## config.mk

```make
export PLATFORM = sky130hd
export DESIGN_NAME = flash_boot_loader
export DESIGN_NICKNAME = d
export VERILOG_FILES = /design/src/rtl/flash_boot_loader_pkg.sv /design/src/rtl/flash_boot_loader_wait_timer.sv /design/src/rtl/flash_boot_loader.sv
export SDC_FILE = /design/constraint.sdc
export NUM_CORES = 1
export LEC_CHECK = 0
export CAP_MARGIN = 20
export CORE_UTILIZATION = 49
export CTS_BUF_LIST = sky130_fd_sc_hd__clkbuf_4 sky130_fd_sc_hd__clkbuf_8
export DETAILED_ROUTE_END_ITERATION = 10
export GPL_ROUTABILITY_DRIVEN = 0
export GPL_TIMING_DRIVEN = 0
export PLACE_DENSITY = 0.81
export SYNTH_ARGS = -nofsm -noshare
export SYNTH_HDL_FRONTEND = slang
export SYNTH_HIERARCHICAL = 1
export SYNTH_SLANG_ARGS = --single-unit
```

## constraint.sdc

```tcl
create_clock -name clk -period 2.8 [get_ports clk]
set_clock_uncertainty 0.2 [all_clocks]
set_input_delay 0.56 -clock clk [delete_from_list [all_inputs] [get_ports clk]]
set_output_delay 0.56 -clock clk [all_outputs]
set_load 0.02 [all_outputs]
```

## src/rtl/flash_boot_loader_pkg.sv

```systemverilog
// Shared widths, constants and FSM encoding for the flash-to-SRAM boot copier.
package flash_boot_loader_pkg;

    localparam int FADDR_W = 23;
    localparam int RADDR_W = 20;
    localparam int DATA_W  = 32;
    localparam int IDX_W   = 16;
    localparam int TMR_W   = 12;

    localparam logic [3:0] SEL_ALL = 4'b1111;

    typedef enum logic [2:0] {
        ST_IDLE   = 3'd0,
        ST_FREAD  = 3'd1,
        ST_FGAP   = 3'd2,
        ST_RWRITE = 3'd3,
        ST_RGAP   = 3'd4,
        ST_DONE   = 3'd5,
        ST_ERR    = 3'd6
    } state_e;

endpackage

```

## src/rtl/flash_boot_loader_wait_timer.sv

```systemverilog
// Wait-cycle counter: cleared when a request is issued, counts while the
// target has not answered, flags when the count reaches TIMEOUT.
module boot_wait_timer
    import flash_boot_loader_pkg::*;
#(
    parameter logic [TMR_W-1:0] TIMEOUT = 12'd4095
) (
    input  logic clk,
    input  logic rst,
    input  logic clr_i,
    input  logic en_i,
    output logic timeout_o
);

    logic [TMR_W-1:0] count_q;

    // Counter; saturates at TIMEOUT so it can never wrap past the compare value.
    always_ff @(posedge clk) begin
        if (!rst)
            count_q <= '0;
        else if (clr_i)
            count_q <= '0;
        else if (en_i && (count_q != TIMEOUT))
            count_q <= count_q + 1'b1;
    end

    assign timeout_o = (count_q == TIMEOUT);

endmodule

```

## src/rtl/flash_boot_loader.sv

```systemverilog
// Boot copier: reads WORD_COUNT words from flash and writes them to SRAM,
// holding the CPU stalled until the image is in place.
module flash_boot_loader
    import flash_boot_loader_pkg::*;
#(
    parameter logic [FADDR_W-1:0] SRC_BASE   = 23'h000000,
    parameter logic [RADDR_W-1:0] DST_BASE   = 20'h00000,
    parameter logic [IDX_W-1:0]   WORD_COUNT = 16'd1024,
    parameter logic [TMR_W-1:0]   TIMEOUT    = 12'd4095,
    parameter logic               AUTO_START = 1'b1
) (
    input  logic               clk,
    input  logic               rst,
    input  logic               start_i,
    output logic               flash_ce_o,
    output logic               flash_we_o,
    output logic [FADDR_W-1:0] flash_addr_o,
    output logic [3:0]         flash_sel_o,
    input  logic [DATA_W-1:0]  flash_data_i,
    input  logic               flash_ready_i,
    output logic               ram_ce_o,
    output logic               ram_we_o,
    output logic [RADDR_W-1:0] ram_addr_o,
    output logic [3:0]         ram_sel_o,
    output logic [DATA_W-1:0]  ram_data_o,
    input  logic               ram_ready_i,
    output logic               stall_o,
    output logic               busy_o,
    output logic               done_o,
    output logic               error_o
);

    state_e             state_q, state_d;
    logic [IDX_W-1:0]   idx_q, idx_d;
    logic               flash_ce_q, flash_ce_d;
    logic [FADDR_W-1:0] flash_addr_q, flash_addr_d;
    logic               ram_ce_q, ram_ce_d;
    logic               ram_we_q, ram_we_d;
    logic [RADDR_W-1:0] ram_addr_q, ram_addr_d;
    logic [3:0]         ram_sel_q, ram_sel_d;
    logic [DATA_W-1:0]  ram_data_q, ram_data_d;
    logic               stall_q, stall_d;
    logic               busy_q, busy_d;
    logic               done_q, done_d;
    logic               error_q, error_d;
    logic               tmr_clr, tmr_en, tmr_timeout;

    // Timer restarts on entry to a waiting state and runs while the target is silent.
    assign tmr_clr = ((state_d == ST_FREAD)  && (state_q != ST_FREAD)) ||
                     ((state_d == ST_RWRITE) && (state_q != ST_RWRITE));
    assign tmr_en  = ((state_q == ST_FREAD)  && !flash_ready_i) ||
                     ((state_q == ST_RWRITE) && !ram_ready_i);

    boot_wait_timer #(.TIMEOUT(TIMEOUT)) u_timer (
        .clk       (clk),
        .rst       (rst),
        .clr_i     (tmr_clr),
        .en_i      (tmr_en),
        .timeout_o (tmr_timeout)
    );

    // State, index and output registers; outputs are computed from the next state.
    always_ff @(posedge clk) begin
        if (!rst) begin
            state_q      <= ST_IDLE;
            idx_q        <= '0;
            flash_ce_q   <= 1'b0;
            flash_addr_q <= '0;
            ram_ce_q     <= 1'b0;
            ram_we_q     <= 1'b0;
            ram_addr_q   <= '0;
            ram_sel_q    <= '0;
            ram_data_q   <= '0;
            stall_q      <= 1'b1;
            busy_q       <= 1'b0;
            done_q       <= 1'b0;
            error_q      <= 1'b0;
        end else begin
            state_q      <= state_d;
            idx_q        <= idx_d;
            flash_ce_q   <= flash_ce_d;
            flash_addr_q <= flash_addr_d;
            ram_ce_q     <= ram_ce_d;
            ram_we_q     <= ram_we_d;
            ram_addr_q   <= ram_addr_d;
            ram_sel_q    <= ram_sel_d;
            ram_data_q   <= ram_data_d;
            stall_q      <= stall_d;
            busy_q       <= busy_d;
            done_q       <= done_d;
            error_q      <= error_d;
        end
    end

    // Next-state and word index; a ready on the timeout cycle still advances.
    always_comb begin
        state_d = state_q;
        idx_d   = idx_q;
        case (state_q)
            ST_IDLE: begin
                if (AUTO_START || start_i) begin
                    idx_d   = '0;
                    state_d = (WORD_COUNT == '0) ? ST_DONE : ST_FREAD;
                end
            end
            ST_FREAD: begin
                if (flash_ready_i)    state_d = ST_FGAP;
                else if (tmr_timeout) state_d = ST_ERR;
            end
            ST_FGAP:   state_d = ST_RWRITE;
            ST_RWRITE: begin
                if (ram_ready_i)      state_d = ST_RGAP;
                else if (tmr_timeout) state_d = ST_ERR;
            end
            ST_RGAP: begin
                if (idx_q == IDX_W'(WORD_COUNT - 1'b1)) begin
                    state_d = ST_DONE;
                end else begin
                    idx_d   = idx_q + 1'b1;
                    state_d = ST_FREAD;
                end
            end
            ST_DONE: state_d = ST_DONE;
            ST_ERR:  state_d = ST_ERR;
            default: state_d = ST_IDLE;
        endcase
    end

    // Output next values; addresses and write data hold between requests.
    always_comb begin
        flash_ce_d   = 1'b0;
        flash_addr_d = flash_addr_q;
        ram_ce_d     = 1'b0;
        ram_we_d     = 1'b0;
        ram_addr_d   = ram_addr_q;
        ram_sel_d    = '0;
        ram_data_d   = ram_data_q;
        stall_d      = 1'b1;
        busy_d       = 1'b0;
        done_d       = 1'b0;
        error_d      = 1'b0;
        if ((state_q == ST_FREAD) && flash_ready_i)
            ram_data_d = flash_data_i;
        case (state_d)
            ST_FREAD: begin
                flash_ce_d   = 1'b1;
                flash_addr_d = SRC_BASE + FADDR_W'({idx_d, 2'b00});
                busy_d       = 1'b1;
            end
            ST_FGAP, ST_RGAP: busy_d = 1'b1;
            ST_RWRITE: begin
                ram_ce_d   = 1'b1;
                ram_we_d   = 1'b1;
                ram_sel_d  = SEL_ALL;
                ram_addr_d = DST_BASE + RADDR_W'(idx_d);
                busy_d     = 1'b1;
            end
            ST_DONE: begin
                done_d  = 1'b1;
                stall_d = 1'b0;
            end
            ST_ERR:  error_d = 1'b1;
            default: ;
        endcase
    end

    assign flash_ce_o   = flash_ce_q;
    assign flash_we_o   = 1'b0;
    assign flash_addr_o = flash_addr_q;
    assign flash_sel_o  = SEL_ALL;
    assign ram_ce_o     = ram_ce_q;
    assign ram_we_o     = ram_we_q;
    assign ram_addr_o   = ram_addr_q;
    assign ram_sel_o    = ram_sel_q;
    assign ram_data_o   = ram_data_q;
    assign stall_o      = stall_q;
    assign busy_o       = busy_q;
    assign done_o       = done_q;
    assign error_o      = error_q;

endmodule
```

==> results by group <==
Worst setup path
  – Critical-path cell list: clkbuf_1 -> nor2b_1 -> o21ai_0 -> a21oi_2 -> and3_2 -> nand2b_4 -> or4_1 -> a21oi_1
  – Critical path required time: 2.89 ns
  – Crit path largest cell delay: ~0.5 ns
  – Worst setup SP type: flop
  – Crit path max fanout: 10
  – Worst reg2reg startpoint: state_q[2]
  – Slowest-stage cell, CP: or4_1
  – CP top delay family: simple AND/OR/NAND/NOR gates
  – Setup crit start: state_q[2]
  – Arr. time, crit path: between 2 and 3 ns
  – Worst setup path class: reg -> reg
  – Crit end category: flop
  – CP bufs+invs: 1

Power and ir drop
  – Comb pwr share: 16.5%
  – Net Sw Power: 0.0007962 W
  – Switching share of total power: 27.40%
  – Worst IR Drop VDD: 0.3329 mV
  – Clock share of power: a little under a third
  – Flop pwr share: about 52%
  – Lkg Pwr: approximately 2.1 nW
  – Internal power: 0.002109 W
  – Power Density: about 500 mW/mm2

STA
  – # setup viols final: 0
  – Period utilisation layout: roughly 94%
  – Fmax: roughly 380 MHz
  – TNS Setup: 0 ns
  – Fin crit period: 2.640 ns
  – Fin. Hold Viols: 0
  – Rel. slew slack: 62.44%
  – Tightest Pin Transition: 0.5634 ns
  – Final Slew Violations: 0

Floorplanning
  – Die outline area: 0.009126 mm2
  – I/O pin count: 128
  – Die Width: 95.53 um
  – Core area: 0.008341 mm2
  – Starting Density: between 50 and 60%
  – # rows: 33
  – Die Ht: 95.53 um

Clock tree
  – Clock Latency Late Sink: 0.37 ns
  – CTS Buffer Depth: 2
  – Clock-pin slew on the worst setup and hold paths: 0.10 ns
  – Num Clock Sinks: a little over 100
  – Hold buffers post-CTS: 0
  – Root Buffer: clkbuf_8
  – CTS tree: yes
  – CTS H-tree lvls: 3
  – Num CTS Buffers: 9

Detailed routing
  – WL per Instance: 13.81 um
  – Starting DRC count in detailed routing: 216
  – DRC Markers: 0
  – Post-route ant nets: 0
  – Total routed wirelength: 10680 um
  – Drt pass-1 iters: 5
  – DR vias/cell: approximately 5.4
  – DR vias: 4138

Logic synthesis
  – Post-synth EDFFs: 0
  – Async set-reset flop share out of synthesis: 0%
  – Yosys warns: 6
  – Count of different cell masters after synthesis: 57
  – Average size of a mapped cell: 8.134 um2
  – Synth top area cells: dfxtp_1 47%, nand2_1 8.7%, a21oi_1 7.1%
  – Post-synthesis cell count: 527
  – Leading area contributor after synthesis: dfxtp_1
  – Primary FF master, synth: dfxtp_1
  – Synthesized cell area: 0.004287 mm2
  – Yosys top cell area share: 47.17%
  – Seq/Total Area, Yosys: around 47%
  – Synth Register Bits: about 100

Flow run
  – Max cap viols: 0

GRT
  – Vias in the first global route: 3688
  – Gr ovfl total: 0
  – Antenna violations before repair: 0
  – Global-route wire length before repair: 16870 um
  – GRT Overall Usage: a little under a quarter
  – Largest net degree at the start of global routing: 17

Cells and area
  – Share of cells above drive strength 1: 9.281%
  – Fin nets: 703
  – Synthesis-to-layout area growth: 35.41%
  – Ant. Diodes: 0
  – Total of fill cells in the finished design: 694
  – Layout Cell Area excl Fill: 0.005804 mm2

Placement
  – Post-DP HPWL: 7962 um
  – Port Buffers: 110
  – Placed Area: 0.005572 mm2

Min path
  – Worst min path class: reg -> reg
  – HP Start: ram_data_o[9]

Outcome
  – Status: completed
==> path summary, 6_finish.rpt <==
path / endpoint / slack, ns / cells past startpoint
setup / recovery: u_timer/count_q[9] / 0.16 / 8
hold / removal: ram_data_o[9] / 0.26 / 2
setup reg to reg: u_timer/count_q[9] / 0.16 / 8
hold reg to reg: ram_data_o[9] / 0.26 / 2
==> stage by stage <==
step           std cells  utilization, %  setup WS, ns  hold WS (ns)  total power (W)
6_report             773           69.59        0.1595        0.2564         0.002905
5_1_grt              773           69.59      -0.01925        0.2856         0.003027
4_1_cts              771           69.19       0.05290        0.2600         0.002917
3_5_place_dp         756           66.80       -0.1896        0.2465         0.002019
3_3_place_gp         756           66.80       -0.1060        0.2402         0.002010
2_1_floorplan        541               -        0.3954        0.2619         0.001814
==> synth_stat cells (2+ instances only) <==
cell type,number
dfxtp_1,101
nand2_1,99
a21oi_1,61
nor2_1,39
nand3_1,30
o21ai_0,30
clkbuf_1,25
buf_4,23
inv_1,11
nor3_1,10
xnor2_1,8
nand4_1,6
and3_1,5
nor4_1,5
or4_1,5
a211oi_1,4
nand2b_1,4
nor2b_1,4
a31oi_1,3
o21a_1,3
or2_2,3
a41oi_1,2
and4_1,2
buf_2,2
conb_1,2
ha_1,2
mux2i_1,2
nand4_2,2
nand4bb_1,2
o21ai_1,2
o31a_1,2
o31ai_1,2
or3_1,2
==> power by group through the flow <==
stage                     Sequential, W  Combinational (W)  Clock [W]
final                           0.00151           0.000480   0.000915
after global placement          0.00154           0.000467          0
after detailed placement        0.00154           0.000475          0
after CTS                       0.00151           0.000477   0.000930
after floorplan                 0.00159           0.000219          0
after global routing            0.00152           0.000522   0.000987
==> metal layers <==
layer / vias up / GRT usage [%] / share of wire, %
li1: 2062 / - / -
met5: - / 0 / 0
met3: 22 / 5.742 / 6.2
met2: 151 / 40.18 / 49
met1: 1903 / 29.43 / 42
met4: 0 / 7.711 / 2.1
==> sequential cells by signal (all words and copies together), names as in the netlist <==
register	count
error_o	1
flash_ce_o	1
stall_o	1
busy_o	1
done_o	1
ram_sel_o	1
state_q	3
u_timer/count_q	12
ram_addr_o	16
flash_addr_o	16
idx_q	16
ram_data_o	32
==> repair_timing <==
action / 4_1_cts / 5_1_grt
endpoints found under the setup margin: 27 / 29
resized for setup: 1 / 7
pin swaps: 0 / 2
buffers inserted: 0 / 3
==> final cells by class <==
cell class                 instances  area [um2]  share of cell area [%]
sequential                       101        2022                   34.84
multi-input combinational        379        2017                   34.75
timing repair buffer             113        1124                   19.36
buffer                            49       275.3                   4.742
clock buffer                      10       131.4                   2.263
tap                              105       131.4                   2.263
clock inverter                     5       62.56                   1.078
inverter                          11       41.29                  0.7114
==> cells by family after synthesis <==
| logic type | synth area share (%) |
|---|---|
| AOI/OAI and AO/OA | 16.99 |
| other | 0.1752 |
| muxes | 0.4670 |
| xor gates and xnor gates | 1.839 |
| buffers and inverters | 7.414 |
| DFF | 47.17 |
| adders and majority gates | 0.5837 |
| and+or+nand+nor | 25.37 |
==> layout by cell type, fill, tap and decap left out, types with 3 or more instances in the layout <==
cell             netlist  routed
nand2b_1               4       3
nand2_1               99      99
nor2b_1                4       4
nor4_1                 5       5
a31oi_1                3       3
or2_2                  3       3
nand4_1                6       6
a21oi_1               61      60
clkbuf_8               0       9
conb_1                 2      16
or4_1                  5       5
o21ai_0               30      30
o21a_1                 3       3
xnor2_1                8       8
nand3_1               30      30
clkbuf_1              25      22
clkdlybuf4s50_1        0     110
nor2_1                39      39
a211oi_1               4       4
dfxtp_1              101     101
and3_1                 5       5
inv_1                 11      11
buf_4                 23      26
nor3_1                10       9
==> worst min-delay path: cells and delay by family, from the launching register on <==
family / cells / cell delay, ns
compound gates: 1 / 0.05
flops: 1 / 0.32
simple gates: 1 / 0.05
Power figures use the tool's default switching activity.
